### config.mk
export PLATFORM = sky130hd
export DESIGN_NAME = vram_port_arbiter
export DESIGN_NICKNAME = d
export VERILOG_FILES = /design/src/rtl/vram_port_arbiter.sv
export SDC_FILE = /design/constraint.sdc
export NUM_CORES = 1
export LEC_CHECK = 0
export CELL_PAD_IN_SITES_DETAIL_PLACEMENT = 0
export CELL_PAD_IN_SITES_GLOBAL_PLACEMENT = 1
export CORE_UTILIZATION = 23
export DETAILED_ROUTE_END_ITERATION = 10
export HOLD_SLACK_MARGIN = 0.02
export PLACE_DENSITY_LB_ADDON = 0.05
export SLEW_MARGIN = 20
export SYNTH_ARGS = -nofsm -noshare
export SYNTH_HDL_FRONTEND = slang
export SYNTH_SLANG_ARGS = --single-unit
### constraint.sdc
create_clock -name clk -period 1.3 [get_ports clk]
set_input_delay 0.195 -clock clk [delete_from_list [all_inputs] [get_ports clk]]
set_output_delay 0.195 -clock clk [all_outputs]
set_load 0.01 [all_outputs]
### src/rtl/vram_port_arbiter.sv
// vram_port_arbiter: shares one synchronous-read VRAM port between the GPU
// fetch path (absolute priority, zero added latency) and a one-deep queued
// CPU request that is slotted into cycles where the GPU does not fetch.
// Optional build macro VRAM_ARB_STATS_EN adds the stat_wait / stat_max
// wait-cycle statistics outputs.
module vram_port_arbiter #(
    parameter int ADDR_W = 14,
    parameter int DATA_W = 32,
    parameter int STAT_W = 16
) (
    input  logic              clk,
    input  logic              reset,
    input  logic              gpu_re,
    input  logic [ADDR_W-1:0] gpu_addr,
    output logic [DATA_W-1:0] gpu_q,
    input  logic              cpu_start,
    input  logic              cpu_we,
    input  logic [ADDR_W-1:0] cpu_addr,
    input  logic [DATA_W-1:0] cpu_data,
    output logic [DATA_W-1:0] cpu_q,
    output logic              cpu_busy,
    output logic              cpu_done,
    output logic [ADDR_W-1:0] vram_addr,
    output logic [DATA_W-1:0] vram_d,
    output logic              vram_we,
    input  logic [DATA_W-1:0] vram_q
`ifdef VRAM_ARB_STATS_EN
    ,
    output logic [STAT_W-1:0] stat_wait,
    output logic [STAT_W-1:0] stat_max
`endif
);

    typedef enum logic [1:0] {
        IDLE  = 2'd0,
        PEND  = 2'd1,
        RDATA = 2'd2
    } state_t;

    state_t            state_q, state_d;
    logic              we_q, we_d;
    logic [ADDR_W-1:0] addr_q, addr_d;
    logic [DATA_W-1:0] data_q, data_d;
    logic [DATA_W-1:0] rdata_q, rdata_d;
    logic              done_q, done_d;

    // Next-state logic: latch a request in IDLE, wait for a free slot in
    // PEND, capture read data in RDATA.
    always_comb begin
        // NOTE: every variable gets a default before the case so no path
        // leaves it unassigned, which would otherwise infer a latch.
        state_d = state_q;
        we_d    = we_q;
        addr_d  = addr_q;
        data_d  = data_q;
        rdata_d = rdata_q;
        done_d  = 1'b0;
        case (state_q)
            IDLE: begin
                if (cpu_start) begin
                    we_d    = cpu_we;
                    addr_d  = cpu_addr;
                    data_d  = cpu_data;
                    state_d = PEND;
                end
            end
            PEND: begin
                // The GPU owns the port whenever it fetches; retry next cycle.
                if (!gpu_re) begin
                    if (we_q) begin
                        state_d = IDLE;
                        done_d  = 1'b1;
                    end else begin
                        state_d = RDATA;
                    end
                end
            end
            RDATA: begin
                // vram_q now holds the CPU word addressed in the previous
                // cycle, whatever the GPU is issuing this cycle.
                rdata_d = vram_q;
                done_d  = 1'b1;
                state_d = IDLE;
            end
            default: state_d = IDLE;
        endcase
    end

    // State and request registers with synchronous reset.
    always_ff @(posedge clk) begin
        // NOTE: sequential state uses non-blocking assignments so every flop
        // samples values from before the edge, independent of statement order.
        if (reset) begin
            state_q <= IDLE;
            we_q    <= 1'b0;
            addr_q  <= '0;
            data_q  <= '0;
            rdata_q <= '0;
            done_q  <= 1'b0;
        end else begin
            state_q <= state_d;
            we_q    <= we_d;
            addr_q  <= addr_d;
            data_q  <= data_d;
            rdata_q <= rdata_d;
            done_q  <= done_d;
        end
    end

    // Port mux: GPU first, then a pending CPU access, else park on addr_q.
    always_comb begin
        vram_d    = data_q;
        vram_addr = addr_q;
        vram_we   = 1'b0;
        if (gpu_re) begin
            vram_addr = gpu_addr;
        end else if (state_q == PEND) begin
            vram_we = we_q;
        end
        // A write must not reach the RAM in the very cycle reset is applied,
        // even though state_q still shows PEND until the edge.
        if (reset) begin
            vram_we = 1'b0;
        end
    end

    assign gpu_q    = vram_q;
    assign cpu_q    = rdata_q;
    assign cpu_done = done_q;
    assign cpu_busy = (state_q != IDLE);

`ifdef VRAM_ARB_STATS_EN
    logic [STAT_W-1:0] wait_q, wait_d;
    logic [STAT_W-1:0] max_q, max_d;
    logic [STAT_W-1:0] pend_len_q, pend_len_d;

    // Saturating statistics: total GPU-blocked cycles and longest PEND stay.
    always_comb begin
        wait_d     = wait_q;
        max_d      = max_q;
        pend_len_d = '0;
        if (state_q == PEND) begin
            pend_len_d = (pend_len_q == '1) ? pend_len_q : pend_len_q + STAT_W'(1);
            if (pend_len_d > max_q) begin
                max_d = pend_len_d;
            end
            if (gpu_re && (wait_q != '1)) begin
                wait_d = wait_q + STAT_W'(1);
            end
        end
    end

    // Statistics registers, cleared by reset only.
    always_ff @(posedge clk) begin
        if (reset) begin
            wait_q     <= '0;
            max_q      <= '0;
            pend_len_q <= '0;
        end else begin
            wait_q     <= wait_d;
            max_q      <= max_d;
            pend_len_q <= pend_len_d;
        end
    end

    assign stat_wait = wait_q;
    assign stat_max  = max_q;
`endif

endmodule

==> results of run 1 <==
## path summary, 6_finish.rpt
| check | from | to | slack [ps] | cells after the start |
|---|---|---|---|---|
| setup / recovery | state_q[1]$_SDFFE_PP0P_ | vram_d[16]$_SDFFE_PP0P_ | -150 | 8 |
| hold / removal | cpu_addr[3] | addr_q[3]$_SDFFE_PP0P_ | 400 | 3 |
| setup reg to reg | state_q[1]$_SDFFE_PP0P_ | vram_d[16]$_SDFFE_PP0P_ | -150 | 8 |
| hold reg to reg | vram_d[19]$_SDFFE_PP0P_ | vram_d[19]$_SDFFE_PP0P_ | 450 | 2 |
## cell usage in the layout, fill, tap and decap left out, types with 2 or more instances in the layout
cell,Yosys,routed
a21oi_1,40,38
a21oi_2,7,9
and2_4,1,2
buf_12,1,11
buf_16,0,5
buf_2,11,14
buf_4,37,34
buf_6,1,8
buf_8,3,3
bufinv_16,0,2
clkbuf_16,0,13
clkdlybuf4s50_1,0,94
dfxtp_1,82,80
dlygate4sd2_1,0,97
ha_4,0,3
inv_2,0,2
mux2_2,14,11
mux2_4,0,3
mux2i_1,32,32
nand2_1,96,90
nand2_2,0,4
nor2_1,32,32
nor3b_1,2,2
o31ai_1,2,2
## flip-flops by register name (all words and copies together) (netlist names)
signal    count
cpu_done      1
vram_d       32
cpu_q        32
state_q       2
we_q          1
addr_q       14
## final cells by class
| cell class | instances | area, um2 | share of cell area (%) |
|---|---|---|---|
| clock buffers | 11 | 243 | 3.81 |
| clock inverters | 3 | 65.1 | 1.02 |
| inverters | 4 | 17.5 | 0.275 |
| multi-input cells | 236 | 1460 | 22.9 |
| flip-flops and latches | 82 | 1650 | 25.8 |
| well taps | 184 | 230 | 3.61 |
| repair buffers | 270 | 2710 | 42.5 |
## what timing repair did
action                     in CTS  in global routing
buffers inserted                5                  6
setup endpoints to repair     194                 93
pin swaps                       1                  4
gates resized for setup       186                 29
hold endpoints to repair        0                  0
cloned                          6                  4
## power groups by stage
stage / clock [mW] / sequential [mW] / combinational, mW
6_report: 2.69 / 3.14 / 3.81
5_1_grt: 2.93 / 3.19 / 4.14
4_1_cts: 2.81 / 3.12 / 3.46
3_5_place_dp: 0 / 3.18 / 3.16
3_3_place_gp: 0 / 3.16 / 3.15
2_1_floorplan: 0 / 3.30 / 1.45
## cells by family after synthesis
group	after synthesis	synth area share (%)
adder cells (fa/ha/maj)	4	1.46
flip-flops	82	47.8
buffers and inverters	61	12.8
AND/OR/NAND/NOR	136	15.7
AO/OA/AOI/OAI	50	8.24
multiplexers	46	13.9
## per-stage QoR
stage	util, %	instance area, um2	setup TNS, ps
6_report	43.8	6370	-6080
5_1_grt	43.8	6370	-11990
4_1_cts	42.2	6130	-6780
3_5_place_dp	39.4	5730	-19500
3_3_place_gp	39.4	5730	-18360
2_1_floorplan	-	3430	0
## layer usage
layer / vias up / share of wire [%] / GRT usage, %
li1: 1653 / - / -
met1: 1455 / 40 / 14.5
met2: 126 / 50 / 24.6
met3: 8 / 8.9 / 6.59
met4: 0 / 1.0 / 4.02
met5: - / 0 / 0
## worst reg2reg max path, cell delays in order, from the launching register on
cell and delay (ps):
dfxtp_2 320, inv_2 70, buf_6 100, ha_4 130
buf_6 100, and2_4 280, clkbuf_16 210, nand2_1 50
a21oi_1 110
==> impl_metrics.json, run 1 <==
{
  "outcome": "complete, but fails checks",
  "violations": "setup timing",
  "die_w_um": 124,
  "finish.net_count": 704,
  "path_clk_slew_ps": 60,
  "holdWs_ps": 397,
  "ant_nets": 0,
  "synth-edff-count": 0,
  "netlist_instances": 379,
  "grt_antenna_before_repair": 0,
  "cts.htree.levels": 3,
  "ys_seq_area_share_pct": 47.8,
  "place_ws_ps": -672,
  "yosysTopAreaCell": "dfxtp_1",
  "p_sw_share_pct": 29.3,
  "crit_type": "register to register",
  "max-slew-margin-rel_pct": 67.7,
  "synth.most_common_cell": "nand2_1",
  "period_share_pct": 112,
  "syn_avg_cell_area_um2": 9.06,
  "final_hold_viol_count": 0,
  "cp-end-kind": "register",
  "cts.sink_count": 82,
  "setup_viol": 63,
  "cp_max_fo": 9,
  "post-route-min-period_ps": 1450,
  "clkPwrFrac_pct": 27.9,
  "start_util_pct": 23.6,
  "hold_buffers": 0,
  "hold_path_class": "input pin to register",
  "synth_common_cells": "nand2_1 (96), dfxtp_1 (82), a21oi_1 (40), buf_4 (37)",
  "synth_area_um2": 3430,
  "rsz0062_at_grt": "yes",
  "fin_total_pwr_mw": 9.63,
  "required_ps": 1570,
  "grt_overflow": 0,
  "drc_errors": 0,
  "powerDensity_nw_per_um2": 1510,
  "synth_nets": 480,
  "die_area_um2": 15400,
  "cts_made_buffers": 9,
  "cp_top_family": "buffers and inverters",
  "firstDrtPassIters": 4,
  "die_h_um": 124,
  "grt_use_total_pct": 13.9,
  "grt_pass1_vias": 3062,
  "ys_top_cells_by_area": "dfxtp_1 (48%), nand2_1 (10%), mux2i_1 (9.3%)",
  "antenna_cells": 0,
  "async_reset_ff_share_pct": 0,
  "slowest_delay_ps": 320,
  "path_buf_inv": 4,
  "dp_cells": 756,
  "p_switching_mw": 2.82,
  "ctsRootBufferMaster": "clkbuf_16",
  "cts_buffer_depth": 2,
  "fmax_mhz": 689,
  "io-pin-count": 210,
  "path_common_cell": "buf_6",
  "synth-main-ff-cell": "dfxtp_1",
  "vdd_ir_drop_max_mv": 0.691,
  "place.gp.congestion": 0.701,
  "synth-warning-count": 0,
  "tightest_slew_ps": 485,
  "area_delta_synth_final_pct": 85.6,
  "critPathArrivalTime_ps": 1720,
  "core-area_um2": 14500,
  "cap_viol_max_count": 0,
  "fillers": 1447,
  "grt_pass1_wl_um": 15700,
  "wl_um": 11000,
  "leakage_nw": 2.83,
  "dp_hpwl_um": 7140,
  "drive_above_1_share_pct": 21.8,
  "cp-start-kind": "register",
  "drt_iter0_markers": 88,
  "dr_total_vias": 3242,
  "crit_chain": "inv_2 -> buf_6 -> ha_4 -> buf_6 -> and2_4 -> clkbuf_16 -> nand2_1 -> a21oi_1",
  "yosysTopAreaCellShare_pct": 47.8,
  "clkLatencyLatePin_ps": 340,
  "synth.distinct_cells": 25,
  "grt_max_degree": 44,
  "ys_seq_elements": 82,
  "final_cells": 790,
  "p_seq_share_pct": 32.6,
  "portBuffers": 209,
  "via_per_inst": 4.10,
  "internal-power_mw": 6.81,
  "combPwrFrac_pct": 39.5,
  "slowest_stage": "dfxtp_2",
  "row_count": 44,
  "routedWlPerCell_um": 13.9,
  "final_max_slew_viol_count": 0,
  "setup_ws_ps": -152,
  "fin_skew_ps": 3.68,
  "cts_tree": "yes"
}
(Power assumes the default switching activity.)
==> run 2, diff against run 1 <==
- CORE_UTILIZATION: 23 -> 26
- clock period: 1.3 -> 1.55 ns (I/O delays scaled with it)
==> run 2 against run 1 <==
  * The flow now finishes without violations
  * Cell count shrank 6.6%
  * Combinational power shrank 31%
  * Clock power shrank 18%
  * Register-to-register slack gained 260 ps
  * Via count shrank 4.9%
  * Global-route usage grew 0.070 points
  * Flip-flop and latch count is the same
  * Non-clock buffer count shrank 42
  * Routed wire length shrank 12%
  * Utilization grew 2.6 points
  * Power shrank 23%
  * Largest cell class unchanged
  * Highest routed layer unchanged
==> impl_metrics.json, run 2 (same netlist as run 1, synthesis figures left out) <==
{
  "outcome": "finished, final reports clean",
  "powerDensity_nw_per_um2": 1260,
  "path_common_cell": "clkdlybuf4s50_1",
  "wl_um": 9710,
  "final_hold_viol_count": 0,
  "rr_worst_depth": 8,
  "path_clk_slew_ps": 60,
  "grt_use_total_pct": 14.0,
  "drt_iter0_markers": 133,
  "fmax_mhz": 665,
  "ctsRootBufferMaster": "clkbuf_16",
  "period_share_pct": 97.0,
  "die_area_um2": 13700,
  "slowest_stage": "clkdlybuf4s50_1",
  "core-area_um2": 12700,
  "portBuffers": 209,
  "critPathArrivalTime_ps": 1270,
  "vdd_ir_drop_max_mv": 0.428,
  "regToRegEndpoint": "we_q$_SDFFE_PP0P_",
  "grt_overflow": 0,
  "firstDrtPassIters": 4,
  "worstReg2RegStart": "state_q[1]$_SDFFE_PP0P_",
  "place.gp.congestion": 0.707,
  "cp-start-kind": "input pin",
  "path_depth": 2,
  "row_count": 41,
  "start_util_pct": 27.0,
  "min_to": "cpu_q[5]$_SDFFE_PP0N_",
  "cp-end-kind": "output pin",
  "cap_viol_max_count": 0,
  "routedWlPerCell_um": 13.2,
  "antenna_cells": 0,
  "cts_tree": "yes",
  "slowest_delay_ps": 540,
  "tightest_slew_ps": 398,
  "cts.htree.levels": 3,
  "hold_buffers": 0,
  "die_h_um": 117,
  "utilization_pct": 46.4,
  "mostFrequentLayoutCells": "clkdlybuf4s50_1 (190), nand2_1 (95), dfxtp_1 (82), a21oi_1 (40)",
  "grt_pass1_wl_um": 14300,
  "min_from": "reset",
  "grt_antenna_before_repair": 0,
  "final_common_cell": "clkdlybuf4s50_1",
  "grt_pass1_vias": 2873,
  "cp_max_fo": 2,
  "die_w_um": 117,
  "rsz0062_at_grt": "no",
  "fin_total_pwr_mw": 7.45,
  "fin_setup_tns_ps": 0,
  "via_per_inst": 4.18,
  "cts_buffer_depth": 2,
  "crit_chain": "clkdlybuf4s50_1 -> clkdlybuf4s50_1",
  "cp_top_family": "buffers and inverters",
  "path_buf_inv": 2,
  "ant_nets": 0,
  "post-route-min-period_ps": 1500,
  "hold_depth": 3,
  "crit_type": "input pin to output pin",
  "cts.sink_count": 82,
  "place_ws_ps": -447,
  "rrSetupSlack_ps": 110,
  "setup_viol": 0,
  "area_delta_synth_final_pct": 72.0,
  "hold_path_class": "input pin to register",
  "max-slew-margin-rel_pct": 73.4,
  "io-pin-count": 210,
  "dp_hpwl_um": 6720,
  "finish.net_count": 662,
  "dr_total_vias": 3084,
  "fin_skew_ps": 1.78,
  "final_max_slew_viol_count": 0,
  "drive_above_1_share_pct": 11.5,
  "drc_errors": 0,
  "setup_ws_ps": 46.8,
  "cts_made_buffers": 9,
  "clkLatencyLatePin_ps": 330,
  "leakage_nw": 2.23,
  "required_ps": 1320,
  "grt_max_degree": 85
}
==> run 2: cell types whose count changed in the layout (fill, tap and decap cells not counted), sizes merged <==
cell	previous run	this run
buf	75	22
clkinv	1	0
clkdlybuf4s50	94	190
dlymetal6s2s	0	1
bufinv	2	1
clkbuf	15	16
dlygate4sd2	97	14
==> run 2: metal layers <==
metal | track usage, % | up-vias | wire (um)
met1 | 16.3 | 1384 | 4050
met3 | 4.48 | 9 | 814
met4 | 6.33 | 0 | 134
li1 | - | 1571 | -
met2 | 23.4 | 120 | 4710
met5 | 0 | - | 0
==> run 2: how the worst max path moves through the flow <==
stage / start / endpoint / slack (ps)
2_1_floorplan: state_q[1]$_SDFFE_PP0P_ / vram_we / 290
6_report: vram_q[17] / gpu_q[17] / 50
4_1_cts: state_q[1]$_SDFFE_PP0P_ / vram_d[26]$_SDFFE_PP0P_ / 8
5_1_grt: vram_q[15] / gpu_q[15] / 1
3_5_place_dp: gpu_re / vram_we / -450
3_3_place_gp: gpu_re / vram_addr[5] / -420
==> run 2: metrics by stage <==
stage,instances,instance area [um2],hold WS (ps)
final,738,5900,443
after detailed placement,719,5520,449
after CTS,736,5850,432
after global placement,719,5520,441
after global routing,738,5900,442
after floorplan,379,3430,368
==> run 2: cell type report <==
class | count | area, um2
fill | 1268 | 6820
timing repair buffer | 228 | 2330
sequential | 82 | 1640
multi-input combinational | 236 | 1380
clock buffer | 15 | 288
tap | 172 | 215
clock inverter | 1 | 30.0
inverter | 4 | 15.0
==> run 2: report_power, final <==
group	internal, mW	switching [mW]	leakage (nW)
sequential	2.45	0.171	0.669
combinational	1.47	1.15	1.41
clock	1.42	0.784	0.156
==> run 2: what timing repair did <==
action,CTS,global route
gates resized for setup,31,7
pin swaps,1,0
cloned,1,1
setup buffers,0,1
setup endpoints to repair,16,48
